File: src/rtl/mem_stage_ctrl.sv
// MEM-stage memory access controller.
// Turns pipeline load/store requests into single-beat requests on the backing-memory
// bus, stalls the pipeline while the bus is busy, and reports misaligned accesses and
// ack timeouts. Sub-word stores are lane-replicated and sub-word loads are extended.
module mem_stage_ctrl #(
   parameter int ACK_TIMEOUT = 255
) (
   input  logic        Clk,
   input  logic        Reset,
   input  logic        MemRead,
   input  logic        MemWrite,
   input  logic [1:0]  MemSize,
   input  logic        MemSigned,
   input  logic [31:0] Address,
   input  logic [31:0] WriteData,
   output logic [31:0] ReadData,
   output logic        Stall,
   output logic        AlignErr,
   output logic        BusErr,
   output logic        BusReq,
   output logic        BusWe,
   output logic [31:0] BusAddr,
   output logic [31:0] BusWData,
   output logic [3:0]  BusBe,
   input  logic        BusAck,
   input  logic [31:0] BusRData
);

   localparam int CNT_W = (ACK_TIMEOUT < 2) ? 1 : $clog2(ACK_TIMEOUT + 1);
   // Counter value in the last REQ cycle that may still accept an ack
   localparam logic [CNT_W-1:0] CNT_LAST = CNT_W'(ACK_TIMEOUT - 1);

   typedef enum logic [1:0] {
      IDLE = 2'd0,
      REQ  = 2'd1,
      DONE = 2'd2
   } state_t;

   state_t            state;
   state_t            state_nxt;

   logic              access_vld;
   logic              misaligned;
   logic [3:0]        be_nxt;
   logic [31:0]       wdata_nxt;

   logic              stall_c;
   logic              latch_en;
   logic              align_hit;
   logic              ack_hit;
   logic              timeout_hit;

   logic [31:0]       addr_q;
   logic [31:0]       wdata_q;
   logic [3:0]        be_q;
   logic [1:0]        size_q;
   logic              signed_q;
   logic              we_q;
   logic [CNT_W-1:0]  cnt;

   // Select the addressed lane of a bus word and extend it to 32 bits.
   // Size 2'b11 falls into the word case.
   function automatic logic [31:0] load_extend(
      input logic [1:0]  size,
      input logic        sgn,
      input logic [1:0]  lane,
      input logic [31:0] word
   );
      logic signed [7:0]  b;
      logic signed [15:0] h;
      logic signed [31:0] ext;
      case (lane)
         2'd0:    b = word[7:0];
         2'd1:    b = word[15:8];
         2'd2:    b = word[23:16];
         default: b = word[31:24];
      endcase
      h = lane[1] ? word[31:16] : word[15:0];
      case (size)
         2'b10: begin
            if (sgn) ext = b;
            else     ext = {24'd0, b};
         end
         2'b01: begin
            if (sgn) ext = h;
            else     ext = {16'd0, h};
         end
         default: ext = word;
      endcase
      return ext;
   endfunction

   // Decode the incoming request: alignment, byte enables and replicated store data
   always_comb begin
      access_vld = MemRead | MemWrite;
      misaligned = 1'b0;
      be_nxt     = 4'b1111;
      wdata_nxt  = WriteData;
      case (MemSize)
         2'b01: begin
            misaligned = Address[0];
            be_nxt     = Address[1] ? 4'b1100 : 4'b0011;
            wdata_nxt  = {2{WriteData[15:0]}};
         end
         2'b10: begin
            be_nxt    = 4'b0001 << Address[1:0];
            wdata_nxt = {4{WriteData[7:0]}};
         end
         default: misaligned = (Address[1:0] != 2'b00);
      endcase
   end

   // Next-state and per-cycle control; requests are only looked at in IDLE
   always_comb begin
      state_nxt   = state;
      stall_c     = 1'b0;
      BusReq      = 1'b0;
      latch_en    = 1'b0;
      align_hit   = 1'b0;
      ack_hit     = 1'b0;
      timeout_hit = 1'b0;
      case (state)
         IDLE: begin
            if (access_vld) begin
               if (misaligned) begin
                  align_hit = 1'b1;
               end else begin
                  stall_c   = 1'b1;
                  latch_en  = 1'b1;
                  state_nxt = REQ;
               end
            end
         end
         REQ: begin
            BusReq  = 1'b1;
            stall_c = 1'b1;
            if (BusAck) begin
               ack_hit   = 1'b1;
               state_nxt = DONE;
            end else if (cnt == CNT_LAST) begin
               timeout_hit = 1'b1;
               state_nxt   = DONE;
            end
         end
         DONE:    state_nxt = IDLE;
         default: state_nxt = IDLE;
      endcase
   end

   // Reset must drop the stall at once, even while a request is presented in IDLE
   assign Stall    = stall_c & ~Reset;
   assign BusWe    = (state == REQ) & we_q;
   assign BusAddr  = {addr_q[31:2], 2'b00};
   assign BusWData = wdata_q;
   assign BusBe    = be_q;

   // State register
   always_ff @(posedge Clk or posedge Reset) begin
      if (Reset) state <= IDLE;
      else       state <= state_nxt;
   end

   // Capture the accepted access so the bus sees stable values for the whole request
   always_ff @(posedge Clk or posedge Reset) begin
      if (Reset) begin
         addr_q   <= '0;
         wdata_q  <= '0;
         be_q     <= '0;
         size_q   <= '0;
         signed_q <= 1'b0;
         we_q     <= 1'b0;
      end else if (latch_en) begin
         addr_q   <= Address;
         wdata_q  <= wdata_nxt;
         be_q     <= be_nxt;
         size_q   <= MemSize;
         signed_q <= MemSigned;
         we_q     <= MemWrite;
      end
   end

   // Count REQ cycles without an ack, restarting for every accepted access
   always_ff @(posedge Clk or posedge Reset) begin
      if (Reset) begin
         cnt <= '0;
      end else if (latch_en) begin
         cnt <= '0;
      end else if ((state == REQ) && !BusAck) begin
         cnt <= cnt + 1'b1;
      end
   end

   // Error pulses and load result; a store completion leaves ReadData untouched
   always_ff @(posedge Clk or posedge Reset) begin
      if (Reset) begin
         AlignErr <= 1'b0;
         BusErr   <= 1'b0;
         ReadData <= '0;
      end else begin
         AlignErr <= align_hit;
         BusErr   <= timeout_hit;
         if (align_hit || timeout_hit) begin
            ReadData <= '0;
         end else if (ack_hit && !we_q) begin
            ReadData <= load_extend(size_q, signed_q, addr_q[1:0], BusRData);
         end
      end
   end

endmodule

File: config.mk
export PLATFORM = sky130hd
export DESIGN_NAME = mem_stage_ctrl
export DESIGN_NICKNAME = d
export VERILOG_FILES = /design/src/rtl/mem_stage_ctrl.sv
export SDC_FILE = /design/constraint.sdc
export NUM_CORES = 1
export LEC_CHECK = 0
export CORE_ASPECT_RATIO = 0.9
export CORE_MARGIN = 2
export CORE_UTILIZATION = 47
export CTS_BUF_LIST = sky130_fd_sc_hd__clkbuf_2 sky130_fd_sc_hd__clkbuf_4 sky130_fd_sc_hd__clkbuf_8
export DETAILED_ROUTE_END_ITERATION = 16
export PLACE_DENSITY_LB_ADDON = 0.3
export SKIP_CTS_REPAIR_TIMING = 1
export SLEW_MARGIN = 20
export SYNTH_ARGS = -nofsm -noshare
export SYNTH_HDL_FRONTEND = slang
export SYNTH_SLANG_ARGS = --single-unit
File: constraint.sdc
create_clock -name Clk -period 5.1 [get_ports Clk]
set_clock_uncertainty 0.05 [all_clocks]
set_input_delay 0.765 -clock Clk [delete_from_list [all_inputs] [get_ports Clk]]
set_output_delay 0.765 -clock Clk [all_outputs]
set_load 0.02 [all_outputs]
==> results.cfg, run 1 <==
[job]
maxCapViolations = 0

[place]
port-buffer-count = 206
post_dp_cell_area_sq_um = 7750
gp_congestion = 0.887
detailedPlace.worstSlack_ns = 1.08
dp.final_hpwl_microns = 11500

[route]
wire_per_inst_microns = 18.8
routed_wl_microns = 15900
drt_iter0_drc = 220
antenna_left = 0
post_drt_via_cell_ratio = 5.56
drc = 0
drt-pass1-iter-count = 4
vias = 4722

[timing]
drv_slew = 0
setup_ws_ns = 1.09
rsz0062_at_grt = no
final-setup-viol-count = 0
relSlewSlack = 0.348
max_clock_freq_mhz = 249
worst_hold_slack_ns = 0.435
timing.final.crit_period_ns = 4.01
min_period_over_period = 0.786
tns_ns = 0
worstMarginPinSlew_ns = 0.975
hold_violations = 0

[cells_and_area]
final_common_cell = clkdlybuf4s50_1
area_growth_pct = 40.1
finalInstanceArea_sq_um = 8170
diodes = 0
num-fill-cells = 947
drive_above_1_share = 0.157
mostFrequentLayoutCells = 206 x clkdlybuf4s50_1, 115 x dfrtp_1, 55 x mux2_2
nets = 786

[setup_path]
worstPathMaxFanout = 12
worst_setup_path_end_kind = output pin
critPathSlowestCell = clkdlybuf4s50_1
cp_common_cell = clkdlybuf4s50_1
critPathTopFamily = buffers and inverters
critPathLaunchType = input port
required_ns = 4.28
cp_num_buf_inv = 4
crit_path_cell_trace = clkdlybuf4s50_1 -> inv_1 -> ha_1 -> buf_4 -> a21oi_1 -> o22ai_1 -> a211oi_1 -> clkdlybuf4s50_1
critPathKind = input port to output pin
cpPeakStageDelay_ns = 0.64
arrival_ns = 3.20

[logic_synthesis]
ys_ff_latch = 116
synth.distinct_cells = 52
synth_edf_count = 0
synthCells = 512
synth.avg_cell_area_sq_um = 11.4
synth_flop_cell = dfrtp_1
ys_async_sr_fraction = 1.00
ys_seq_area_frac = 0.498
netlist_area_sq_um = 5830
synth_warnings = 0

[grt]
overflow = 0
grt.total_usage = 0.249
grt_pass1_wl_microns = 25300
busiest_layer = met2
first_global_vias = 4896
use_met1 = 0.297
use_met3 = 0.0902
antenna_found_initial = 0
grt_max_degree = 98
use_met2 = 0.414

[power_and_ir_drop]
vdd_ir_drop_max_mv = 0.506
p_per_area_nw_per_um2 = 599
total_power_mw = 4.90
leakagePower_nw = 3.40

[die]
dieArea_sq_um = 13300
io_pins = 209
fp.dieH_microns = 110
core_area_sq_um = 12100
start_util = 0.483
die_w_microns = 121
rows = 38

[clock_network]
clock_latency_ns = 0.44
cts_tree = done
cts_buffer_depth = 2
clkSlewWorstSetupHoldPaths_ns = 0.07
cts.sink_count = 116
h-tree-depth = 4
cts-buffers-inserted = 17
clockRootBuffer = clkbuf_8

[outcome]
status = finished clean

[hold_path]
hold_class = register to register
-- synthesized netlist by cell type, types with 2 or more instances --
master,instances,share of area
o32a_1,4,0.0069
ha_1,6,0.013
nand2b_1,3,0.0032
buf_4,33,0.042
a22oi_1,8,0.010
clkinv_1,2,0.0013
a221o_1,18,0.031
inv_1,10,0.0064
nor2_1,15,0.0097
a211oi_1,2,0.0026
o21a_1,8,0.010
o221ai_1,5,0.0075
o2bb2ai_1,12,0.018
nand4_1,6,0.0064
and2_1,3,0.0032
buf_2,6,0.0051
o22a_1,5,0.0075
a21oi_1,12,0.010
and3_1,2,0.0021
dfrtp_1,116,0.50
nor2b_1,20,0.021
o31ai_1,16,0.021
a221oi_1,14,0.021
buf_6,4,0.0077
o2111a_1,2,0.0039
mux2i_1,2,0.0034
mux4_2,3,0.012
a21o_1,3,0.0039
mux2_2,55,0.11
o21ai_0,24,0.021
xor2_1,5,0.0075
nand2_1,41,0.026
nand3_1,3,0.0026
nand3b_1,3,0.0039
clkbuf_1,24,0.015
-- path summary, 6_finish.rpt --
kind                                     startpoint                       end  slack [ns]  cells after the start
max in group asynchronous                     Reset    addr_q[19]$_DFFE_PP0P_        3.29                      3
min in group asynchronous                     Reset  ReadData[18]$_DFFE_PP0P_        0.75                      2
max                                      MemSize[1]                     Stall        1.09                      8
min                        BusWData[13]$_DFFE_PP0P_  BusWData[13]$_DFFE_PP0P_        0.44                      2
max reg2reg                   size_q[0]$_DFFE_PP0P_  ReadData[31]$_DFFE_PP0P_        1.93                      5
min reg2reg                BusWData[13]$_DFFE_PP0P_  BusWData[13]$_DFFE_PP0P_        0.44                      2
-- layer usage --
metal | part of all wire | up-vias | wire length (microns)
li1 | - | 2191 | -
met2 | 0.50 | 192 | 7900
met3 | 0.087 | 25 | 1390
met4 | 0.020 | 0 | 324
met1 | 0.40 | 2314 | 6310
met5 | 0 | - | 0
-- per-stage QoR --
| step | utilization | std cells |
|---|---|---|
| after floorplan | - | 513 |
| after global placement | 0.642 | 816 |
| after detailed placement | 0.642 | 816 |
| after CTS | 0.676 | 848 |
| after global routing | 0.677 | 849 |
| final | 0.677 | 849 |
-- cell families after synthesis --
logic type               count (synthesis)  synth area share
AO/OA/AOI/OAI                          139             0.187
flip-flops                             116             0.498
AND/OR/NAND/NOR                        103            0.0918
buffers and inverters                   81            0.0800
multiplexers                            60             0.121
adder cells (fa/ha/maj)                  6            0.0129
XOR/XNOR                                 6           0.00901
other                                    1          0.000643
-- sequential cells by signal, indices dropped and copies added (netlist names) --
name      cells
signed_q      1
size_q        2
BusBe         4
BusWData     32
AlignErr      1
addr_q       32
we_q          1
ReadData     32
state         2
BusErr        1
cnt           8
-- area by class of cell --
class	instances	area [sq um]	area share
Sequential cell	116	2900	0.355
Clock buffer	23	310	0.0380
Timing Repair Buffer	213	2120	0.259
Inverter	12	47.5	0.00582
Clock inverter	9	100	0.0122
Tap cell	160	200	0.0245
Multi-Input combinational cell	316	2490	0.305
-- worst register-to-register path: stages (launching register included) --
cell and delay, ns:
dfrtp_1 0.39, inv_1 0.06, ha_1 0.74, clkinv_1 0.66, nor2_1 0.93, a221o_1 0.28
-- where the power goes --
part	total, mW	internal (mW)	switching, mW
Clock	0.874	0.500	0.374
Combinational	2.43	1.20	1.23
Sequential	1.59	1.30	0.286
(Power assumes the default switching activity.)
==> run 2: changes to the inputs <==
Clock period 5.1 ns to 3.89 ns, I/O delays scaled along.
==> results.cfg, run 2 (synthesis gave the netlist of run 1 again) <==
[cells_and_area]
diodes = 0
final_common_cell = clkdlybuf4s50_1
finalInstanceArea_sq_um = 8250
instances_no_fill = 850
drive_above_1_share = 0.157
mostFrequentLayoutCells = 206 x clkdlybuf4s50_1, 116 x dfrtp_1, 55 x mux2_2
area_growth_pct = 41.5
nets = 788

[job]
maxCapViolations = 0

[route]
drt-pass1-iter-count = 4
routed_wl_microns = 15800
drt_iter0_drc = 293
antenna_left = 0
post_drt_via_cell_ratio = 5.58
drc = 0
vias = 4744
wire_per_inst_microns = 18.6

[setup_path]
cp-startpoint = MemSize[0]
worstPathMaxFanout = 3
required_ns = 3.26
critPathLaunchType = input port
crit_path_cell_trace = clkdlybuf4s50_1 -> inv_1 -> ha_1 -> a21oi_1 -> o22ai_1 -> a211oi_1 -> clkdlybuf4s50_1
r2r-start = size_q[0]$_DFFE_PP0P_
worst_setup_path_end_kind = output pin
arrival_ns = 2.86
cp_num_buf_inv = 3
critPathSlowestCell = clkdlybuf4s50_1
critPathKind = input port to output pin
cp_common_cell = clkdlybuf4s50_1
critPathTopFamily = buffers and inverters
cpPeakStageDelay_ns = 0.64

[timing]
timing.final.crit_period_ns = 3.49
min_period_over_period = 0.898
rsz0062_at_grt = no
relSlewSlack = 0.326
max_clock_freq_mhz = 286
worstMarginPinSlew_ns = 1.01
final-setup-viol-count = 0
tns_ns = 0
drv_slew = 0
worst_hold_slack_ns = 0.426
hold_violations = 0

[clock_network]
cts_buffer_depth = 2
cts.sink_count = 116
clockRootBuffer = clkbuf_8
clock_latency_ns = 0.43
clkSlewWorstSetupHoldPaths_ns = 0.07
cts_tree = done
cts-buffers-inserted = 17
h-tree-depth = 4

[place]
dp.cells = 819
dp.final_hpwl_microns = 11400
gp_congestion = 0.882
post_dp_cell_area_sq_um = 7770
port-buffer-count = 206

[die]
core_area_sq_um = 12100
start_util = 0.483
die_w_microns = 121
rows = 38
fp.dieH_microns = 110
dieArea_sq_um = 13300
io_pins = 209

[grt]
grt_max_degree = 72
antenna_found_initial = 0
grt_pass1_wl_microns = 24900
first_global_vias = 4861
grt.total_usage = 0.244
overflow = 0

[outcome]
status = finished clean

[power_and_ir_drop]
vdd_ir_drop_max_mv = 0.470
leakagePower_nw = 3.44
p_per_area_nw_per_um2 = 802
total_power_mw = 6.62

[hold_path]
hp-start = BusWData[24]$_DFFE_PP0P_
hold_class = register to register
-- run 2: where the power goes --
| part | switching [mW] | total [mW] | internal, mW |
|---|---|---|---|
| registers | 0.330 | 2.04 | 1.71 |
| clock network | 0.482 | 1.35 | 0.869 |
| logic | 1.65 | 3.23 | 1.58 |
-- run 2: layer usage --
layer	wire length (microns)	track usage
met4	278	0.0870
met1	6350	0.298
met2	7700	0.402
met5	0	0
met3	1460	0.0882
-- run 2: layout make-up --
class / instances / area, sq um
well taps: 160 / 200
clock inverters: 10 / 203
fillers: 919 / 3820
inverters: 12 / 47.5
multi-input cells: 316 / 2490
clock buffers: 21 / 277
repair buffers: 215 / 2130
flip-flops and latches: 116 / 2900
-- run 2: worst paths after layout --
path                                            end  slack (ns)  cells past startpoint
max                                           Stall        0.40                      7
min                        BusWData[24]$_DFFE_PP0P_        0.43                      2
max reg2reg                 ReadData[2]$_DFFE_PP0P_        1.17                      6
min reg2reg                BusWData[24]$_DFFE_PP0P_        0.43                      2
max in group asynchronous    addr_q[22]$_DFFE_PP0P_        2.24                      3
min in group asynchronous      state[0]$_DFFE_PP0P_        0.67                      2
-- run 2: metrics by stage --
stage               utilization  setup slack, ns
detailed placement        0.644            0.405
CTS                       0.683            0.399
finish                    0.683            0.398
global route              0.683            0.272
global placement          0.644            0.411
floorplan                     -            0.184
-- run 2: worst reg2reg max path: cells and delay by family (launching register included) --
kind / cells / cell delay [ns]
and+or+nand+nor: 2 / 0.41
AOI/OAI and AO/OA: 1 / 0.30
buffers and inverters: 2 / 0.73
DFF: 1 / 0.40
adders and majority gates: 1 / 0.73
